`src/rtl/shift_seq_ctrl_pkg.sv`:
```
// Shared types for the multi-cycle shift sequencer: op and FSM encodings,
// counter width and the amount-to-count clamp.
package shift_pkg;

  localparam int CNT_W = 6;

  typedef enum logic [1:0] {
    SHIFT_OP_SLL  = 2'b00,
    SHIFT_OP_SRL  = 2'b01,
    SHIFT_OP_SRA  = 2'b10,
    SHIFT_OP_PASS = 2'b11
  } shift_op_e;

  typedef enum logic [1:0] {
    S_IDLE  = 2'b00,
    S_SHIFT = 2'b01,
    S_DONE  = 2'b10
  } state_e;

  // Any amount >= 32 behaves exactly like 32, so the count never needs more than 6 bits.
  function automatic logic [CNT_W-1:0] clamp_amt(input logic [31:0] amt, input shift_op_e op);
    if (op == SHIFT_OP_PASS) return '0;
    if (amt[31:5] != 27'd0) return CNT_W'(32);
    return {1'b0, amt[4:0]};
  endfunction

endpackage

```
`src/rtl/shift_seq_ctrl_step_unit.sv`:
```
// Narrow shift stage: shifts acc by k (0..STEP) with the fill selected by op.
// Built as a (STEP+1)-way mux of constant shifts rather than a full barrel shifter.
module shift_step_unit
  import shift_pkg::*;
#(
  parameter int STEP = 4
) (
  input  shift_op_e         op,
  input  logic [31:0]       acc,
  input  logic [CNT_W-1:0]  k,
  output logic [31:0]       res
);

  always_comb begin
    res = acc;
    for (int i = 1; i <= STEP; i++) begin
      if (k == CNT_W'(i)) begin
        case (op)
          SHIFT_OP_SLL: res = acc << i;
          SHIFT_OP_SRL: res = acc >> i;
          SHIFT_OP_SRA: res = $unsigned($signed(acc) >>> i);
          default:      res = acc;
        endcase
      end
    end
  end

endmodule

```
`src/rtl/shift_seq_ctrl.sv`:
```
// Multi-cycle SLL/SRL/SRA sequencer with valid/ready on both sides.
// Optional macro SHIFT_FAST_PATH_EN resolves clamped (>=32) shifts in a single step.
module shift_seq_ctrl
  import shift_pkg::*;
#(
  parameter int STEP = 4
) (
  input  logic        clk,
  input  logic        rst,
  input  logic        in_valid,
  output logic        in_ready,
  input  logic [1:0]  in_op,
  input  logic [31:0] in_amt,
  input  logic [31:0] in_data,
  output logic        out_valid,
  input  logic        out_ready,
  output logic [31:0] out_res,
  output logic        busy
);

  localparam logic [CNT_W-1:0] STEP_CNT = CNT_W'(STEP);

  state_e           state_q, state_d;
  shift_op_e        op_q, op_d;
  logic [31:0]      acc_q, acc_d;
  logic [CNT_W-1:0] cnt_q, cnt_d;
  logic [31:0]      out_res_q, out_res_d;
  logic             out_valid_q, out_valid_d;

  logic [CNT_W-1:0] k;
  logic [CNT_W-1:0] cnt_after;
  logic [CNT_W-1:0] accept_cnt;
  logic [31:0]      step_res;

  assign k          = (cnt_q > STEP_CNT) ? STEP_CNT : cnt_q;
  assign cnt_after  = cnt_q - k;
  assign accept_cnt = clamp_amt(in_amt, shift_op_e'(in_op));

  shift_step_unit #(.STEP(STEP)) u_step (
    .op  (op_q),
    .acc (acc_q),
    .k   (k),
    .res (step_res)
  );

  always_ff @(posedge clk or posedge rst) begin
    if (rst) begin
      state_q     <= S_IDLE;
      op_q        <= SHIFT_OP_PASS;
      acc_q       <= '0;
      cnt_q       <= '0;
      out_res_q   <= '0;
      out_valid_q <= 1'b0;
    end else begin
      state_q     <= state_d;
      op_q        <= op_d;
      acc_q       <= acc_d;
      cnt_q       <= cnt_d;
      out_res_q   <= out_res_d;
      out_valid_q <= out_valid_d;
    end
  end

  always_comb begin
    state_d     = state_q;
    op_d        = op_q;
    acc_d       = acc_q;
    cnt_d       = cnt_q;
    out_res_d   = out_res_q;
    out_valid_d = out_valid_q;
    case (state_q)
      S_IDLE: begin
        if (in_valid) begin
          op_d    = shift_op_e'(in_op);
          acc_d   = in_data;
          cnt_d   = accept_cnt;
          state_d = S_SHIFT;
`ifdef SHIFT_FAST_PATH_EN
          // Preload the final value so the next edge completes; cnt==0 already needs one edge.
          if (accept_cnt == CNT_W'(32)) begin
            acc_d = (op_d == SHIFT_OP_SRA && in_data[31]) ? '1 : '0;
            cnt_d = '0;
          end
`endif
        end
      end
      S_SHIFT: begin
        acc_d = step_res;
        cnt_d = cnt_after;
        if (cnt_after == '0) begin
          state_d     = S_DONE;
          out_res_d   = step_res;
          out_valid_d = 1'b1;
        end
      end
      S_DONE: begin
        if (out_ready) begin
          state_d     = S_IDLE;
          out_valid_d = 1'b0;
        end
      end
      default: begin
        state_d     = S_IDLE;
        out_valid_d = 1'b0;
      end
    endcase
  end

  always_comb begin
    in_ready  = (state_q == S_IDLE);
    busy      = (state_q != S_IDLE);
    out_valid = out_valid_q;
    out_res   = out_res_q;
  end

endmodule

```
`config.mk`:
```
export PLATFORM = sky130hd
export DESIGN_NAME = shift_seq_ctrl
export DESIGN_NICKNAME = d
export VERILOG_FILES = /design/src/rtl/shift_seq_ctrl_pkg.sv /design/src/rtl/shift_seq_ctrl_step_unit.sv /design/src/rtl/shift_seq_ctrl.sv
export SDC_FILE = /design/constraint.sdc
export NUM_CORES = 1
export LEC_CHECK = 0
export CORE_AREA = 2 2 110 112
export DETAILED_ROUTE_END_ITERATION = 8
export DIE_AREA = 0 0 112 114
export PLACE_DENSITY = 0.81
export SLEW_MARGIN = 5
export SYNTH_ARGS = -nofsm -noshare
export SYNTH_HDL_FRONTEND = slang
export SYNTH_SLANG_ARGS = --single-unit
```
`constraint.sdc`:
```
create_clock -name clk -period 3.9 [get_ports clk]
set_input_delay 0.78 -clock clk [delete_from_list [all_inputs] [get_ports clk]]
set_output_delay 0.78 -clock clk [all_outputs]
set_load 0.02 [all_outputs]
```
==> run metrics <==
status=finished, final reports clean; Port Buffers=about 100; DR iter-0 viols=approximately 1,400; htree depth=3; Vias/cell=6.96; crit path max fanout=37; Worst EP required=about 4.2 ns; RSZ-0062 raised after global routing=no; # DRC=0; Fill cells=~1,000; largest net degree at the start of global routing=94; CTS tree=done; layout cell share with drive strength beyond 1=0.0613; crit path capture type=register; Slew HR=0.203; DIE HEIGHT=around 110 um; Cell variety after synth=a little under 70; CP bufs+invs=0; initial antenna violation count=0; fin crit share=0.810; peak supply drop=about 0.00066 V; post-synthesis sequential area ratio=0.300; Final Hold Fails=0; Slowest cell on crit path=dfstp_2; # rows=40; wire per inst=21.8 um; Synthesized Nets=927; final worst slack=0.742 ns; Post-DP Area=about 7300 um2; Inserted Clock Buffers=9; skew final=roughly 0.0085 ns; critical path's top delay family=flip-flops; EDFF count, synth=0; first-pass GRT wire length=about 36 mm; Synth Warn #=0; setup violators final=0; Syn Area/Cell=around 7.3 um2; # nets final=981; Starting Density=0.535; critical-path cell list=xor2_2, nand2_1, a311oi_1, nor3_1, a21oi_1; Mapped Area=about 6300 um2; clk slew on worst S/H paths=roughly 0.07 ns; Setup TNS=0 ns; CP startpoint kind=register; die area=approximately 13,000 um2; Largest stage delay, worst path=around 0.99 ns; ys flop type=dfrtp_1; width of the die=between 100 and 150 um; GRT Overall Usage=0.359; final max-slew violation count=0; critical path type=reg -> reg; vias in the first global route=approximately 7,000; Vias=around 7,400; Setup Buffers After CTS=0; #FFs+latches synth=75; placer congestion estimate=1.03; WL final=approximately 23 mm; WP data arrival=roughly 3.4 ns; core area=between 10,000 and 15,000 um2; CTS sink cnt=75; Syn-to-layout area delta=21.9%; CTS max path bufs=2; Mapped Cells=between 800 and 900; Final ANT Viol Nets=0; Ports=roughly 110; Min-Delay Path Class=reg -> reg; asr flop ratio synth=1.00; Final HPWL DP=15.8 mm; clk_lat worst skew=about 0.36 ns; clock root cell=clkbuf_16; fin area=7640 um2; Inserted Diodes=0; fin crit period=~3.2 ns; # resized after CTS=0; max-cap violations=0; gr ovfl total=0; Fmax=0.317 GHz; worst slew pin tran=1.19 ns; hold buffer count at CTS=0; pre-CTS WS=0.853 ns; drt first pass iters=6; Leakage Power=0.00299 uW; Pwr per Cell Area=~1000 nW/um2
==> placed cells by master (no fill, tap or decap), types with 14 or more instances in the layout <==
cell,instances
a211oi_1,18
a221oi_1,14
a21oi_1,73
nor3_1,17
a22oi_1,24
o211ai_1,14
clkdlybuf4s50_1,104
nand3_1,21
mux2i_1,14
nand2_1,143
dfrtp_1,73
o21ai_0,91
nand2b_1,26
buf_4,24
nor2_1,49
a31oi_1,22
==> tightest hold or removal path, stage by stage (launching register included) <==
cell	delay [ns]
dfrtp_1	0.35
nand2_1	0.05
nand2_1	0.05
==> per-layer routing <==
metal  global-route usage  share of wire  vias to the layer above
met2                0.561           0.45                      562
met5                    0              0                        -
met4                0.174          0.046                        0
met3               0.0579           0.11                      102
li1                     -              -                     3285
met1                0.488           0.39                     3434
==> cells in the mapped netlist, types with 7 or more instances <==
cell,n,area share
a21oi_1,73,0.058
a31oi_1,22,0.022
a21o_1,10,0.012
nor2b_1,12,0.012
inv_1,7,0.0042
a221oi_1,14,0.020
and3_1,12,0.012
nor3_1,17,0.014
nand2b_1,26,0.026
o211ai_1,14,0.017
a311oi_1,8,0.011
mux2i_1,14,0.022
a22oi_1,24,0.029
nor4_1,8,0.0080
o22ai_1,11,0.011
nand2_1,143,0.086
dfrtp_1,73,0.29
and2_1,7,0.0070
nand3_1,21,0.017
a211oi_1,18,0.022
buf_2,35,0.028
o21ai_0,91,0.073
nor2_1,49,0.029
clkbuf_1,40,0.024
==> stage by stage <==
stage           util  hold WS [ns]  power (uW)  cells
2_1_floorplan      -         0.493        5100    856
4_1_cts        0.653         0.488        7580   1061
3_3_place_gp   0.626         0.467        6570   1046
3_5_place_dp   0.626         0.463        6630   1046
6_report       0.653         0.489        7750   1061
5_1_grt        0.653         0.509        8210   1061
==> sequential cells by signal, indices dropped and copies added, names as in the netlist <==
| name | flops |
|---|---|
| cnt_q | 6 |
| acc_q | 32 |
| out_res | 32 |
| op_q | 2 |
| state_q | 2 |
| out_valid | 1 |
==> power breakdown <==
| group | total, uW | switching (uW) | internal, uW |
|---|---|---|---|
| sequential | 1880 | 696 | 1190 |
| clock | 918 | 360 | 559 |
| combinational | 4950 | 3090 | 1860 |
| total | 7750 | 4140 | 3610 |
==> path summary, 6_finish.rpt <==
check                      depth (start not counted)     endpoint  slack (ns)  startpoint
setup / recovery                                   5  out_res[30]        0.74     op_q[0]
hold / removal                                     2    out_valid        0.49   out_valid
setup reg to reg                                   5  out_res[30]        0.74     op_q[0]
hold reg to reg                                    2    out_valid        0.49   out_valid
max in group asynchronous                          3      op_q[0]        2.38         rst
min in group asynchronous                          2    acc_q[30]        0.82         rst
==> cell families after synthesis <==
group,Yosys count,synth area share
other,1,0.000598
multiplexers,16,0.0259
flip-flops,75,0.300
XOR/XNOR,3,0.00539
AND/OR/NAND/NOR,319,0.240
AO/OA/AOI/OAI,344,0.355
buffers and inverters,97,0.0710
adder cells (fa/ha/maj),1,0.00200
==> area by class of cell <==
| cell class | count | area (um2) | share of cell area |
|---|---|---|---|
| Sequential cell | 75 | 1880 | 0.246 |
| Inverter | 9 | 35.0 | 0.00458 |
| Tap cell | 147 | 184 | 0.0241 |
| Multi-Input combinational cell | 684 | 3950 | 0.516 |
| Timing Repair Buffer | 131 | 1280 | 0.168 |
| Clock inverter | 6 | 90.1 | 0.0118 |
| Clock buffer | 9 | 225 | 0.0295 |
Power figures use the tool's default switching activity.
